<file path="config.mk">
export PLATFORM = sky130hd
export DESIGN_NAME = bcd_adder_2digit
export DESIGN_NICKNAME = d
export VERILOG_FILES = /design/src/rtl/bcd_pkg.sv /design/src/rtl/bcd_digit_add.sv /design/src/rtl/bcd_adder_2digit.sv
export SDC_FILE = /design/constraint.sdc
export NUM_CORES = 1
export LEC_CHECK = 0
export ABC_AREA = 0
export CAP_MARGIN = 20
export CELL_PAD_IN_SITES_DETAIL_PLACEMENT = 1
export CELL_PAD_IN_SITES_GLOBAL_PLACEMENT = 1
export CORE_UTILIZATION = 32
export CTS_CLUSTER_SIZE = 30
export DETAILED_ROUTE_END_ITERATION = 10
export GPL_TIMING_DRIVEN = 0
export PLACE_DENSITY = 0.86
export SLEW_MARGIN = 5
export SYNTH_ARGS = -nofsm -noshare
export SYNTH_HDL_FRONTEND = slang
export SYNTH_SLANG_ARGS = --single-unit
</file>
<file path="constraint.sdc">
create_clock -name clk -period 1.1 [get_ports clk]
set_clock_uncertainty 0.15 [all_clocks]
set_input_delay 0.22 -clock clk [delete_from_list [all_inputs] [get_ports clk]]
set_output_delay 0.22 -clock clk [all_outputs]
set_load 0.1 [all_outputs]
</file>
<file path="src/rtl/bcd_pkg.sv">
// Shared BCD types, constants and helpers.
// Used by the digit slice and the packed-BCD adder top.
package bcd_pkg;

  typedef logic [3:0] bcd_digit_t;

  localparam int unsigned BCD_MAX_DIGIT  = 9;
  localparam int unsigned BCD_CORRECTION = 6;

  function automatic logic bcd_digit_valid(
    input bcd_digit_t d
  );
    return ({28'd0, d} <= BCD_MAX_DIGIT);
  endfunction

endpackage

</file>
<file path="src/rtl/bcd_digit_add.sv">
// One combinational BCD digit slice with decimal carry.
// Optional invalid-digit flag: BCD_ADDER_INVALID_CHECK_EN.
import bcd_pkg::*;

module bcd_digit_add (
  input  bcd_digit_t a_d,
  input  bcd_digit_t b_d,
  input  logic       c_in,
  output bcd_digit_t s_d,
  output logic       c_out
`ifdef BCD_ADDER_INVALID_CHECK_EN
  ,
  output logic       bad
`endif
);

  logic [4:0] t;
  logic [4:0] tc;

  // Binary digit sum, corrected by six when it leaves 0..9
  always_comb begin
    t     = {1'b0, a_d} + {1'b0, b_d} + {4'd0, c_in};
    tc    = t + 5'(BCD_CORRECTION);
    c_out = (t > 5'(BCD_MAX_DIGIT));
    s_d   = c_out ? tc[3:0] : t[3:0];
  end

`ifdef BCD_ADDER_INVALID_CHECK_EN
  // Flag a digit outside the decimal range on either operand
  always_comb begin
    bad = !bcd_digit_valid(a_d) || !bcd_digit_valid(b_d);
  end
`endif

endmodule

</file>
<file path="src/rtl/bcd_adder_2digit.sv">
// Registered packed-BCD adder, one-cycle latency.
// Optional invalid-digit flag: BCD_ADDER_INVALID_CHECK_EN.
import bcd_pkg::*;

module bcd_adder_2digit #(
  parameter int NUM_DIGITS = 2
) (
  input  logic                    clk,
  input  logic                    rst_n,
  input  logic                    in_valid,
  input  logic [4*NUM_DIGITS-1:0] a,
  input  logic [4*NUM_DIGITS-1:0] b,
  input  logic                    cin,
  output logic [4*NUM_DIGITS-1:0] sum,
  output logic                    cout,
  output logic                    out_valid,
  output logic                    err
);

  logic [NUM_DIGITS:0]     c;
  logic [4*NUM_DIGITS-1:0] s;

  assign c[0] = cin;

`ifdef BCD_ADDER_INVALID_CHECK_EN
  logic [NUM_DIGITS-1:0] bad;
`endif

  for (genvar i = 0; i < NUM_DIGITS; i++) begin : g_dig
    bcd_digit_add u_dig (
      .a_d   (a[4*i +: 4]),
      .b_d   (b[4*i +: 4]),
      .c_in  (c[i]),
      .s_d   (s[4*i +: 4]),
      .c_out (c[i+1])
`ifdef BCD_ADDER_INVALID_CHECK_EN
      ,
      .bad   (bad[i])
`endif
    );
  end

  // Capture result on accepted operands, hold otherwise
  always_ff @(posedge clk or negedge rst_n) begin
    if (!rst_n) begin
      sum       <= '0;
      cout      <= 1'b0;
      out_valid <= 1'b0;
    end else begin
      out_valid <= in_valid;
      if (in_valid) begin
        sum  <= s;
        cout <= c[NUM_DIGITS];
      end
    end
  end

`ifdef BCD_ADDER_INVALID_CHECK_EN
  // Register invalid-digit flag alongside the sum
  always_ff @(posedge clk or negedge rst_n) begin
    if (!rst_n) begin
      err <= 1'b0;
    end else if (in_valid) begin
      err <= |bad;
    end
  end
`else
  assign err = 1'b0;
`endif

endmodule

</file>
======== Word-level counts from Yosys, hierarchy flattened ========
Index checks and enable logic that the tools add are counted.
W data, S select, Z words.
word-level totals
  register bits ........................... 10
  bits of input ports ..................... 20
  word-level logic and storage cells ...... 13
operators by class
  $add $sub $neg .......................... 6
  $lt $le $gt $ge ......................... 2
  mux-type cells .......................... 2
operators with widths
  operator               number
  $add A4 B4 Y5          2
  $add A5 B1 Y5          2
  $gt A5 B4 Y1 const B   2
  $add A4 B3 Y4 const B  2
  $mux W4                2

======== Depth between registers and ports, before layout ========
Gate-level depths: netlist of the first run.
  depth in word-level cells ............... 6
  mapped depth ............................ 17

======== By module ========
Synthesis of the first run repeated with hierarchy kept, for this count alone.
second synthesis, totals
  cells, all modules ...................... 66
  area, all modules ....................... 830.8 sq um
by module, submodules not included
  module            area each (sq um)  instances  seq. area each (sq um)  cells each
  bcd_digit_add     211.5              2          0.0                     22
  bcd_adder_2digit  407.9              1          250.2                   22

======== Worst setup path after synthesis of the first run ========
OpenSTA, ideal clock, no wires.
  kind .................................... input-to-reg
  start ................................... input a[0]
  end ..................................... register sum[5]
  arrival time ............................ 4.083 ns
  slack ................................... -3.259 ns
  stages on the path ...................... 17
  path buffers ............................ 0
  setup time .............................. 0.125 ns
  data required time ...................... 0.825 ns
  path through ............................ fa_1 > fa_1 > xnor2_1 > ha_1 > nand2_1 > a32oi_1 > and3_4 > and2b_2 > fa_1 > inv_1 > fa_1 > xor2_1 > inv_1 > ha_1 > o41a_1 > xnor2_1 > mux2_2
between the ends
  word-level cells in the longest chain between the ends .. 6
ends and longest elaborated chain
  element                                               RTL line                                  RTL
  from (decl)                                           bcd_adder_2digit.sv:11                    input logic [4*NUM_DIGITS-1:0] a,
  $add A4 B4 Y5 *                                       bcd_digit_add.sv:22                       t = {1'b0, a_d} + {1'b0, b_d} + {4'd0, c_in};
  $add A5 B1 Y5 *                                       bcd_digit_add.sv:22
  $gt A5 B4 Y1 *                                        bcd_digit_add.sv:24                       c_out = (t > 5'(BCD_MAX_DIGIT));
  $add A5 B1 Y5 *                                       bcd_digit_add.sv:22
  $add A4 B3 Y4 / $gt A5 B4 Y1 (equally long branches)  bcd_digit_add.sv:23, bcd_digit_add.sv:24
  $mux W4 *                                             bcd_digit_add.sv:25                       s_d = c_out ? tc[3:0] : t[3:0];
  to (signal assigned)                                  bcd_adder_2digit.sv:52                    sum <= s;
  to (decl)                                             bcd_adder_2digit.sv:14                    output logic [4*NUM_DIGITS-1:0] sum,
Every way passes the cells marked *; elsewhere a longest branch is shown, timed or not.
A chain may end at the register's enable or synchronous reset.

======== Final worst setup path of the first run ========
Same ends and word-level chain as after synthesis.

==> flow_metrics.tcl, run 1 <==
set metrics [dict create \
    failed_checks "setup timing" \
    synth-seq-cells 10 \
    post-route-worst-setup-slack_ns -3.13 \
    maxCapViolations 0 \
    die_area_um2 2800 \
    setup_viol 19 \
    yosysUniqueCellTypes 37 \
    pwr-share-seq_pct 17.8 \
    clock-sinks 10 \
    clkPwrFrac_pct 9.8 \
    slew_viol_final 0 \
    cp_slowest_cell "fa_2" \
    rsz0062_at_grt "true" \
    die_x_um 52.9 \
    crit_required_ns 1.11 \
    die_h_um 52.9 \
    crit_chain "buf_6 -> fa_2 -> fa_2 -> xnor2_4 -> ha_2 -> nand2_2 -> a32oi_2 -> and3_4 -> and2b_2 -> fa_2 -> inv_2 -> fa_2 -> xor2_2 -> inv_2 -> ha_4 -> o41a_1 -> xnor2_1 -> mux2_4" \
    postSynth.asyncResetShare_pct 100 \
    cp_max_fo 3 \
    grt_pass1_wl_um 4360 \
    layout-area-overhead-vs-synth_pct 96.8 \
    grtUsageTotal_pct 22.6 \
    period_share_pct 385 \
    cts_buffer_depth 2 \
    final_layout_size_suffix_gt1_share_pct 59.1 \
    clkTransAtPathRegs_ns 0.07 \
    fillers 246 \
    postRouteAntennaNets 0 \
    cp-start-kind "input port" \
    globalRouteMet2Util_pct 45.6 \
    syn_avg_cell_area_um2 9.99 \
    coreArea_um2 2450 \
    clock_latency_ns 0.27 \
    critPathCaptureType "register" \
    cts_root_buf "clkbuf_4" \
    hold_path_class "input port to async pin" \
    relSlewSlack_pct 56.0 \
    ys_warn_count 0 \
    synth_ff_type "dfrtp_1" \
    firstDrtPassIters 4 \
    syn-cell-area_um2 830 \
    hold_viol_final 0 \
    antenna_found_initial 0 \
    grt_pass1_vias 941 \
    grt_overflow_total 0 \
    synth_area_leaders "dfrtp_1, ha_1, fa_1" \
    portBuffers 29 \
    status "finished, violations left" \
    grt_use_met3_pct 2.59 \
    slowest_delay_ns 0.43 \
    start_util_pct 33.8 \
    vias 906 \
    num-nets-final 171 \
    critical_path_arrival_ns 4.24 \
    swShare_pct 47.6 \
    ios 31 \
    post-route-min-period_ns 4.23 \
    synth_edf_count 0 \
    drc 0 \
    h-tree-depth 1 \
    grt_max_degree 11 \
    fmax_ghz 0.236 \
    rows 18 \
    cts_tree "yes" \
    yosysMostFrequentCell "dfrtp_1" \
    p_switching_mw 1.65 \
    seq_area_frac_synth_pct 30.2 \
    p_leak_nw 0.730 \
    grtUsageMet1_pct 22.6 \
    p_comb_share_pct 72.4 \
    drt_iter0_markers 10 \
    syn_nets 116 \
    power_mw 3.46 \
    worst_slew_pin_slew_ns 0.654 \
    wire_per_inst_um 19.3 \
    routed_wl_um 3230 \
    fin_setup_tns_ns -21.02 \
    busiest_layer "met2" \
    powerDensity_nw_per_um2 2120 \
    cp_common_cell "fa_2" \
    synthCells 83 \
    p_int_mw 1.81 \
    vdd_drop_max_mv 1.67 \
    post-dp-hpwl_um 1730 \
    via_per_inst 5.43 \
    synth_top_area_share_pct 30.2 \
    crit_type "input port to register" \
    gp_congestion 0.802 \
    yosys.area.top_type "dfrtp_1" \
    netlist_top_cells_count "dfrtp_1, ha_1, inv_1, a21oi_1, nor2_1" \
    antenna_cells 0 \
    cts_buffers 3 \
]
path summary, 6_finish.rpt:
kind	startpoint	end	slack, ns	cells past startpoint
worst max-delay path	a[0]	sum[5]	-3.13	18
min in group clk	cin	sum[0]	0.30	3
max in group asynchronous	rst_n	sum[2]	0.36	1
worst min-delay path	rst_n	cout	0.10	1
worst min register to register	sum[0]	sum[0]	0.42	1
worst max register to register	sum[6]	sum[6]	0.07	3
worst max-delay path: cells and delay by family:
family                   cells  cell delay [ns]
multiplexers                 1             0.27
AND/OR/NAND/NOR              3             0.49
XOR/XNOR                     3             0.61
AO/OA/AOI/OAI                2             0.60
adder cells (fa/ha/maj)      6             1.81
buffers and inverters        3             0.24
cells by family after synthesis:
group           synth area share (%)
compound gates                  19.9
simple gates                    14.6
fa+ha+maj                       23.2
flops                           30.2
buf+inv                         4.53
xor+xnor                        3.17
mux                             3.92
other cells                    0.452
placed cells by master (no fill, tap or decap), types with 3 or more instances in the layout:
| master | n |
|---|---|
| nand2_1 | 3 |
| nor2_1 | 5 |
| clkdlybuf4s50_1 | 15 |
| dfrtp_2 | 9 |
| clkbuf_4 | 3 |
| a21o_1 | 3 |
| inv_1 | 4 |
| buf_12 | 10 |
| inv_2 | 3 |
| fa_2 | 4 |
| buf_6 | 12 |
| ha_1 | 5 |
| buf_4 | 12 |
| a21oi_2 | 4 |
layer usage:
metal / share of wire [%] / vias up
met5: 0 / -
met4: 3.2 / 0
met3: 3.3 / 11
met2: 56 / 29
met1: 38 / 460
li1: - / 406
state kept, by name (all words and copies together) (netlist names):
signal,cells
out_valid,1
cout,1
sum,8
through the flow:
step           std cells  setup slack, ns  utilization [%]  hold WS, ns  cell area [µm²]
6_report             167            -3.13             66.5        0.100             1630
5_1_grt              167            -3.28             66.5        0.140             1630
4_1_cts              162            -2.94             61.1        0.116             1500
3_5_place_dp         142            -3.75             48.9        0.352             1200
3_3_place_gp         142            -3.67             48.9        0.336             1200
2_1_floorplan         83            -3.00                -       -0.226              873
cell type report:
class | instances | area, µm² | share of cell area (%)
buffer | 2 | 12.5 | 0.766
clock buffer | 4 | 36.3 | 2.22
inverter | 7 | 26.3 | 1.61
multi-input combinational | 64 | 677 | 41.5
sequential | 10 | 262 | 16.0
tap | 30 | 37.5 | 2.30
timing repair buffer | 50 | 582 | 35.6
what timing repair did:
action	in CTS	in global routing
pin swaps	15	16
setup buffers	16	7
gates resized for setup	112	21
endpoints found under the setup margin	19	19
hold buffers	0	0
power groups by stage:
stage          clock network [mW]  logic (mW)  registers [mW]
5_1_grt                     0.361        2.62           0.621
3_5_place_dp                    0        1.65           0.553
2_1_floorplan                   0       0.486            1.30
6_report                    0.339        2.50           0.614
3_3_place_gp                    0        1.62           0.546
4_1_cts                     0.341        2.14           0.600
No activity file was read; power rests on OpenSTA's default activity.
==> run 2: changes to the inputs <==
--- a/config.mk
+++ b/config.mk
@@ -5,7 +5,6 @@
 export SDC_FILE = /design/constraint.sdc
 export NUM_CORES = 1
 export LEC_CHECK = 0
-export ABC_AREA = 0
 export CAP_MARGIN = 20
 export CELL_PAD_IN_SITES_DETAIL_PLACEMENT = 1
 export CELL_PAD_IN_SITES_GLOBAL_PLACEMENT = 1
==> results of run 2 <==
No change in the layout: final DEF, timing and power equal those of run 1.
==> run 3: changes to the inputs <==
--- a/config.mk
+++ b/config.mk
@@ -9,7 +9,7 @@
 export CELL_PAD_IN_SITES_DETAIL_PLACEMENT = 1
 export CELL_PAD_IN_SITES_GLOBAL_PLACEMENT = 1
 export CORE_UTILIZATION = 32
-export CTS_CLUSTER_SIZE = 30
+export CTS_CLUSTER_SIZE = 40
 export DETAILED_ROUTE_END_ITERATION = 10
 export GPL_TIMING_DRIVEN = 0
 export PLACE_DENSITY = 0.86
==> constraint.sdc (replaced) <==
create_clock -name clk -period 4.4 [get_ports clk]
set_clock_uncertainty 0.15 [all_clocks]
set_input_delay 0.88 -clock clk [delete_from_list [all_inputs] [get_ports clk]]
set_output_delay 0.88 -clock clk [all_outputs]
set_load 0.1 [all_outputs]
==> run 3 against run 2 <==
Net effect: the flow still finishes with violations (setup timing); clock power is 76% lower; final cell count is 6.6% lower; die area did not move; sequential share of layout area up 2.8 points; wire length fell by 20%; via count shrank 9.1%; first-iteration DRC count increased by 30%; combinational power fell by 81%; global-route usage decreased by 2.2 points; critical path type unchanged; largest cell class unchanged.
==> flow_metrics.tcl, run 3 (same netlist as run 1, synthesis figures left out) <==
set metrics [dict create \
    status "finished, violations left" \
    failed_checks "setup timing" \
    multi_input_area_um2 607 \
    cp-start-kind "input port" \
    cts_buffers 3 \
    clkTransAtPathRegs_ns 0.07 \
    cp_top_family "adder cells" \
    final_area_um2 1330 \
    period_share_pct 109 \
    cp_slowest_cell "fa_2" \
    antenna_found_initial 0 \
    critical_path_arrival_ns 4.79 \
    cts_buffer_depth 2 \
    fillers 288 \
    slew_viol_final 0 \
    die_area_um2 2800 \
    grtUsageTotal_pct 20.4 \
    crit_chain "buf_6 -> fa_2 -> fa_2 -> xnor2_4 -> ha_2 -> nand2_1 -> a32oi_1 -> and3_4 -> and2b_2 -> fa_2 -> inv_2 -> fa_2 -> xor2_2 -> inv_2 -> ha_4 -> o41a_1 -> xnor2_1 -> mux2_4" \
    gp_congestion 0.789 \
    clock-sinks 10 \
    mostFrequentLayoutCell "clkdlybuf4s50_1" \
    rsz0062_at_grt "true" \
    path_depth 18 \
    hold_slack_ns 0.347 \
    postRouteAntennaNets 0 \
    dr.max_layer_used "met4" \
    grt_max_degree 11 \
    routed_wl_um 2580 \
    powerDensity_nw_per_um2 510 \
    maxCapViolations 0 \
    h-tree-depth 1 \
    crit_required_ns 4.40 \
    layout_common_cells "clkdlybuf4s50_1, buf_4, dfrtp_1" \
    rows 18 \
    vdd_drop_max_mv 0.369 \
    fmax_ghz 0.209 \
    via_per_inst 5.28 \
    cts_tree "yes" \
    post-route-worst-setup-slack_ns -0.384 \
    r2r_start "sum[5]" \
    met3WireLength_um 79 \
    wire_per_inst_um 16.5 \
    slowest_delay_ns 0.43 \
    cp-startpoint "a[0]" \
    fin_setup_tns_ns -1.03 \
    cts_root_buf "clkbuf_4" \
    drt_iter0_markers 13 \
    antenna_cells 0 \
    start_util_pct 33.8 \
    dr_wl_met2_um 1580 \
    hold_buffers 0 \
    hold_path_class "register to register" \
    place_ws_ns -1.14 \
    grt_pass1_wl_um 3950 \
    firstDrtPassIters 4 \
    final_layout_size_suffix_gt1_share_pct 31.0 \
    cp_common_cell "fa_2" \
    setup_viol 4 \
    crit_type "input port to register" \
    grt_pass1_vias 890 \
    wl_met1_um 891 \
    largestRegisters "sum x8, cout x1, out_valid x1" \
    layout-area-overhead-vs-synth_pct 60.3 \
    largest_register "sum" \
    die_h_um 52.9 \
    critPathCaptureType "register" \
    portBuffers 29 \
    p_leak_nw 0.598 \
    post-dp-hpwl_um 1850 \
    coreArea_um2 2450 \
    worst_slew_pin_slew_ns 0.969 \
    critPathBufInv 3 \
    largest_reg_flops 8 \
    placed_cell_area_um2 1190 \
    dp_cells 142 \
    r2r_cells 1 \
    grt_overflow_total 0 \
    instances_no_fill 156 \
    drc 0 \
    post-route-min-period_ns 4.78 \
    vias 824 \
    cp_max_fo 4 \
    seq_area_um2 250 \
    num-nets-final 160 \
    hold_viol_final 0 \
    ios 31 \
    die_x_um 52.9 \
    hold_depth 2 \
    clock_latency_ns 0.26 \
    relSlewSlack_pct 35.2 \
    hp-start "sum[4]" \
]
-- run 3: final timing paths --
path,slack [ns],end
max,-0.38,sum[5]
min,0.35,sum[4]
max reg2reg,3.48,sum[5]
min reg2reg,0.35,sum[4]
max in group asynchronous,3.00,sum[1]
min in group asynchronous,0.78,sum[6]
-- run 3: area by class of cell --
cell class                 instances  area share (%)
buffer                             2           0.847
clock buffer                       4            2.73
timing repair buffer              39            27.2
multi-input combinational         64            45.6
tap                               30            2.82
sequential                        10            18.8
inverter                           7            1.98
-- run 3: metal layers --
metal	GRT usage, %	vias to the layer above
met3	3.45	4
met4	6.14	0
met5	0	-
met1	18.8	413
met2	43.2	20
li1	-	387
-- run 3: stage by stage --
step	power (mW)	util (%)
2_1_floorplan	0.440	-
3_3_place_gp	0.534	48.5
3_5_place_dp	0.550	48.5
4_1_cts	0.669	53.2
5_1_grt	0.711	54.2
6_report	0.678	54.2
-- run 3: power by group --
group	total (mW)	switching, mW	leakage (nW)	internal, mW
logic	0.464	0.305	0.461	0.158
clock network	0.0819	0.0317	0.0210	0.0502
registers	0.133	0.0152	0.117	0.118
total	0.678	0.352	0.598	0.326
-- run 3: timing repair --
item,in CTS,in global routing
buffers inserted,8,2
pin swaps,11,13
endpoints found under the setup margin,4,4
resized for setup,21,2
